`config.mk`:
```
export PLATFORM = sky130hd
export DESIGN_NAME = mem_arbiter
export DESIGN_NICKNAME = d
export VERILOG_FILES = /design/src/rtl/mem_arbiter.sv
export SDC_FILE = /design/constraint.sdc
export NUM_CORES = 1
export LEC_CHECK = 0
export ABC_AREA = 1
export CAP_MARGIN = 20
export CORE_MARGIN = 10
export CORE_UTILIZATION = 21
export DETAILED_ROUTE_END_ITERATION = 12
export PLACE_DENSITY = 0.88
export RECOVER_POWER = 25
export SYNTH_ARGS = -nofsm -noshare
export SYNTH_HDL_FRONTEND = slang
export SYNTH_SLANG_ARGS = --single-unit
```
`constraint.sdc`:
```
create_clock -name clk -period 1.3 [get_ports clk]
set_clock_uncertainty 0.1 [all_clocks]
set_input_delay 0.26 -clock clk [delete_from_list [all_inputs] [get_ports clk]]
set_output_delay 0.26 -clock clk [all_outputs]
set_load 0.02 [all_outputs]
```
`src/rtl/mem_arbiter.sv`:
```
// mem_arbiter: two-port (fetch/data) arbiter in front of a 1-cycle-latency 32-bit block RAM
//   clk, rst_n                      clock, synchronous active-low reset
//   i_req/i_addr -> i_ack/i_rdata   instruction fetch port (word reads, addr[1:0] ignored)
//   d_req/d_we/d_size/d_addr/d_wdata -> d_ack/d_err/d_rdata   data load/store port
//   mem_we/mem_addr/mem_data <- mem_out                       block RAM port
//   Define ARB_ROUND_ROBIN_EN to alternate grants on contention; otherwise data always wins.
`timescale 1ns/1ps
module mem_arbiter #(
   parameter int RAM_ADDR_WIDTH = 13
) (
   input  logic                      clk,
   input  logic                      rst_n,
   input  logic                      i_req,
   input  logic [31:0]               i_addr,
   output logic                      i_ack,
   output logic [31:0]               i_rdata,
   input  logic                      d_req,
   input  logic                      d_we,
   input  logic [1:0]                d_size,
   input  logic [31:0]               d_addr,
   input  logic [31:0]               d_wdata,
   output logic                      d_ack,
   output logic                      d_err,
   output logic [31:0]               d_rdata,
   output logic [3:0]                mem_we,
   output logic [RAM_ADDR_WIDTH-1:0] mem_addr,
   output logic [31:0]               mem_data,
   input  logic [31:0]               mem_out
);
   localparam logic [0:0] IDLE = 1'b0;
   localparam logic [0:0] WAIT = 1'b1;
   logic [0:0]  state_q, state_d;
   logic        i_ack_q, i_ack_d, d_ack_q, d_ack_d, d_err_q, d_err_d;
   logic        issue, sel_data, wide, misalign;
   logic [31:0] addr, wdat;
   logic [3:0]  be;
   logic        unused_addr;
`ifdef ARB_ROUND_ROBIN_EN
   logic        last_q, last_d;
   // last_q=1 means data was granted last; on contention the other port wins
   assign sel_data = d_req & (~i_req | ~last_q);
   assign last_d   = issue ? sel_data : last_q;
`else
   assign sel_data = d_req;
`endif
   assign issue    = rst_n & (state_q == IDLE) & (i_req | d_req);
   assign addr     = sel_data ? d_addr : i_addr;
   assign wide     = d_size[1];
   assign misalign = wide ? |d_addr[1:0] : (d_size[0] & d_addr[0]);
   assign be       = wide ? 4'hF : d_size[0] ? 4'b0011 << d_addr[1:0] : 4'b0001 << d_addr[1:0];
   assign wdat     = wide ? d_wdata : d_size[0] ? {2{d_wdata[15:0]}} : {4{d_wdata[7:0]}};
   // upper address bits alias onto the RAM
   assign unused_addr = ^addr[31:RAM_ADDR_WIDTH+2];
   always_comb begin
      mem_we   = (issue & sel_data & d_we & ~misalign) ? be : 4'd0;
      mem_addr = issue ? addr[RAM_ADDR_WIDTH+1:2] : '0;
      mem_data = (issue & sel_data) ? wdat : 32'd0;
      state_d  = issue ? WAIT : IDLE;
      i_ack_d  = issue & ~sel_data;
      d_ack_d  = issue & sel_data;
      d_err_d  = issue & sel_data & misalign;
   end
   always_ff @(posedge clk) begin
      if (!rst_n) begin
         state_q <= IDLE;
         i_ack_q <= 1'b0;
         d_ack_q <= 1'b0;
         d_err_q <= 1'b0;
`ifdef ARB_ROUND_ROBIN_EN
         last_q  <= 1'b0;
`endif
      end else begin
         state_q <= state_d;
         i_ack_q <= i_ack_d;
         d_ack_q <= d_ack_d;
         d_err_q <= d_err_d;
`ifdef ARB_ROUND_ROBIN_EN
         last_q  <= last_d;
`endif
      end
   end
   // reset asserted during WAIT aborts the pending ack immediately
   assign i_ack   = i_ack_q & rst_n;
   assign d_ack   = d_ack_q & rst_n;
   assign d_err   = d_err_q & rst_n;
   assign i_rdata = mem_out;
   assign d_rdata = mem_out;
endmodule

```
Yosys cells after proc, flatten, opt, wreduce, memory -nomap -nowiden. Cells that the tools add are included.

Bits in registers: 4. Bits of input ports: 135. Output and inout bits: 116. Word-level logic and storage cells: 32.

Shift operators: 2. Multiplexer cells: 10. Bitwise operators: 15. Reductions and logical operators: 1.

Operator list (count): $mux 32 (3); $mux 15 (1); $mux 13 (1); $mux 4 (3); $and 1x1->1 (11); $shl 1x2->4 const A (1); $shl 2x2->4 const A (1); $not 1->1 (3); $mux 1 (2); $reduce_or 2->1 (1); $or 1x1->1 (1).

Logic depth before layout (Yosys ltp). Gate-level depths: netlist (run 1).

Word-level depth: 7. Gate-level depth with buffers: 6. Gate-level depth less buffers: 5.

Worst setup path before layout (run 1). OpenSTA, ideal clock, no wires.

Path type: input -> output. From: input d_req. To: output mem_addr[2]. Arrival time: 1095 ps. Data required time: 940 ps. Setup slack: -155 ps. Cell stages on the path: 5. Buffers on the path: 2. Cells stage by stage: buf_2 -> inv_1 -> buf_2 -> nand2_1 -> a21oi_1.

Word-level cells in the longest chain between the ends: 3. Elaborated cells between the ends (all ways): 4. Classes of those cells: mux (2); bitwise (2).

RTL lines: start, declared (RTL line 17) `input logic d_req,`; $or 1x1->1 (RTL line 46) `assign issue = rst_n & (state_q == IDLE) & (i_req | d_req);`; $and 1x1->1 (RTL line 46); $mux 13 (*) (RTL line 56) `mem_addr = issue ? addr[RAM_ADDR_WIDTH+1:2] : '0;`; end, declared (RTL line 26) `output logic [RAM_ADDR_WIDTH-1:0] mem_addr,`.

Mark *: on every way between the ends. The rest lies on a longest branch, timed or not.

Final worst setup path (run 1).
From: register state_q. To: output mem_addr[11].

Word-level cells in the longest chain between the ends: 4.

RTL lines: start, declared (RTL line 32) `logic [0:0] state_q, state_d;`; start signal, assigned (RTL line 73) `state_q <= state_d;`; $not 1->1 (RTL line 46); $and 1x1->1 (2 in series) (RTL line 46); $mux 13 (RTL line 56).

No other way between the ends.

==> flow_summary.toml, run 1 <==
[run_status]
status = "finished with violations"
violations = "negative setup slack"

[sta]
drv_slew = 0
fin_crit_sh_pct = 123
setup_viol = 49
hold_viol = 0
setup_ws_ps = -299
max_freq_mhz = 625
slew_headroom_pct = 81.9
tns_ps = -12830
period_minus_slack_ps = 1600
worst_pin_slew_ps = 272
rsz0062_at_grt = "true"

[clocking]
cts_tree = "built"
cts_inserted_buffers = 3
clkLatencyLatePin_ps = 210
hold_buffers = 0
cts.clk_slew.worst_paths_ps = 30
clock_path_buffers = 2
clockRootBuffer = "clkbuf_8"
cts_max_level = 1
cts.sinks = 4

[critical_path]
crit_arrival_ps = 1240
crit_chain = "inv_2, nand2_2, nor2_4, inv_8, a21oi_4, buf_6"
crit_fanout = 7
cp_num_cells = 6
crit_end = "mem_addr[11]"
setup.worst_path.start = "state_q$_SDFF_PN0_"
critPathKind = "register to output pin"
r2r_slack_ps = 160
slowest_stage = "dfxtp_1"
timing.rr.end = "i_ack_q$_SDFF_PN0_"
critPathMaxStageDelay_ps = 300
cp.buffers_inverters = 3
worstReg2RegStart = "state_q$_SDFF_PN0_"
crit_path_start_kind = "register"
critPathRequiredTime_ps = 940
critPathTopFamily = "buffers and inverters"
reg2regPathDepth = 6
critPathCaptureType = "output pin"

[floorplanning]
coreArea_um2 = 6460
start_util_pct = 21.9
rows = 29
die_area_um2 = 10400
die_y_um = 102
die_x_um = 102
io_pins = 251

[worst_hold_path]
holdPathStages = 0
hp-class = "primary input to output pin"

[yosys]
synth_seq_cells = 4
yosys_warnings = 0
yosysSeqAreaShare_pct = 5.66
synth_nets = 397
syn_area_um2 = 1410
syn_inst = 262
postSynthAreaPerCell_um2 = 5.40
synth_cell_types = 19

[detailed_routing]
vias = 1824
first_pass_iters = 4
viasPerCell = 4.40
wl_per_cell_um = 16.7
ant_nets = 0
wl_um = 6910
drt_iter0_drc = 50
drc = 0

[finish]
diodes = 0
final_nets = 475
drive_above_1_share_pct = 48.5
final_area_um2 = 2790
area_growth_pct = 97.0
fin_cells = 415

[pwr]
powerDensity_nw_per_um2 = 460
ir_worst_vdd_mv = 0.206
p_leak_nw = 1.31

[placement]
gp_congestion = 0.748
dpl_cell_area_um2 = 2560
place_ws_ps = -1190
hpwl_um = 5770
place_inst = 409
port_buffers = 118

[flow_run]
drv_cap = 0

[global_route]
grt_use_total_pct = 11.5
grt_overflow = 0
grt_pass1_vias = 1949
grt_pass1_wl_um = 9690
grt_antenna_before_repair = 0
grt_start_max_net_pins = 19
## stage by stage
stage	utilization, %	hold slack, ps	total power (W)
floorplan	-	321	0.000798
global placement	39.7	420	0.000950
detailed placement	39.7	420	0.000962
CTS	39.7	420	0.00122
global route	43.1	420	0.00136
finish	43.1	420	0.00128
## cell usage in the layout (no fill, tap or decap)
cell type / netlist / final
a21oi_1: 15 / 5
buf_6: 1 / 33
clkdlybuf4s50_1: 0 / 44
inv_8: 0 / 2
nor2_1: 48 / 15
nand3_4: 1 / 1
dlygate4sd2_1: 0 / 13
dfxtp_1: 4 / 4
a21oi_4: 0 / 17
nand2_4: 0 / 1
nand3_2: 0 / 1
buf_12: 0 / 2
a21oi_2: 9 / 2
buf_2: 7 / 5
buf_8: 0 / 2
dlymetal6s2s_1: 0 / 5
clkdlybuf4s15_2: 0 / 1
clkbuf_8: 0 / 3
nor2_4: 1 / 12
nand2_2: 1 / 11
or2_4: 0 / 1
clkinv_4: 0 / 1
clkbuf_2: 0 / 1
nand2_1: 77 / 66
inv_1: 18 / 15
inv_6: 0 / 1
nand3_1: 7 / 6
nor2_2: 2 / 24
buf_4: 65 / 40
inv_2: 2 / 3
o21ai_1: 0 / 1
## area by class of cell
| class | count | area, um^2 |
|---|---|---|
| inverters | 21 | 98.8 |
| multi-input cells | 163 | 1060 |
| repair inverters | 1 | 8.76 |
| fillers | 629 | 3670 |
| repair buffers | 146 | 1400 |
| flip-flops and latches | 4 | 80.1 |
| well taps | 77 | 96.3 |
| clock buffers | 3 | 41.3 |
## sequential cells by signal, indices dropped and copies added (netlist names)
register	cells
d_ack_q	1
d_err_q	1
i_ack_q	1
state_q	1
## cells by family (layout without fill, tap and decap cells)
| logic type | Yosys count | after routing | share of synthesized area [%] |
|---|---|---|---|
| and+or+nand+nor | 138 | 138 | 39.5 |
| DFF | 4 | 4 | 5.66 |
| AOI/OAI and AO/OA | 25 | 25 | 11.2 |
| buffers and inverters | 95 | 171 | 43.6 |
## metal layers
layer	up-vias	wire [um]	global-route usage, %
met3	13	1190	7.76
met5	-	0	0
met4	0	115	3.36
li1	880	-	-
met1	787	2300	10.5
met2	144	3310	20.3
## repair_timing
action,in CTS,in global routing
gates resized for setup,313,61
buffers inserted,1,1
pin swaps,11,8
cloned,1,0
setup endpoints to repair,54,49
## synth_stat cells
master    number  area, um^2
inv_2          2        7.51
buf_2          7        35.0
clkinv_1       1        3.75
nor2_1        48         180
a21oi_1       15        75.1
dfxtp_1        4        80.1
or2_2          1        6.26
inv_1         18        67.6
a21oi_2        9        78.8
nand3_1        7        35.0
nand2_2        1        6.26
nor2_2         2        12.5
nand3_4        1        17.5
nand2_1       77         289
o21ai_0        1        5.00
clkbuf_1       1        3.75
buf_6          1        11.3
buf_4         65         488
nor2_4         1        11.3
## worst min-delay path by stage
stage / startpoint / end / slack [ps]
6_report: mem_out[30] / i_rdata[30] / 420
3_5_place_dp: mem_out[10] / d_rdata[10] / 420
4_1_cts: mem_out[10] / d_rdata[10] / 420
5_1_grt: mem_out[20] / i_rdata[20] / 420
2_1_floorplan: rst_n / state_q$_SDFF_PN0_ / 320
3_3_place_gp: state_q$_SDFF_PN0_ / state_q$_SDFF_PN0_ / 420
## where the power goes
| part | internal [W] | total (W) | switching (W) |
|---|---|---|---|
| registers | 0.000131 | 0.000133 | 0.00000219 |
| clock network | 0.000197 | 0.000253 | 0.0000566 |
| logic | 0.000443 | 0.000894 | 0.000451 |
| total | 0.000771 | 0.00128 | 0.000510 |
Power figures use the tool's default switching activity.
==> inputs of run 2 (changes only) <==
--- a/config.mk
+++ b/config.mk
@@ -6,7 +6,6 @@
 export NUM_CORES = 1
 export LEC_CHECK = 0
 export ABC_AREA = 1
-export CAP_MARGIN = 20
 export CORE_MARGIN = 10
 export CORE_UTILIZATION = 21
 export DETAILED_ROUTE_END_ITERATION = 12
==> results of run 2 <==
Final layout, timing and power as in run 1 (identical DEF).
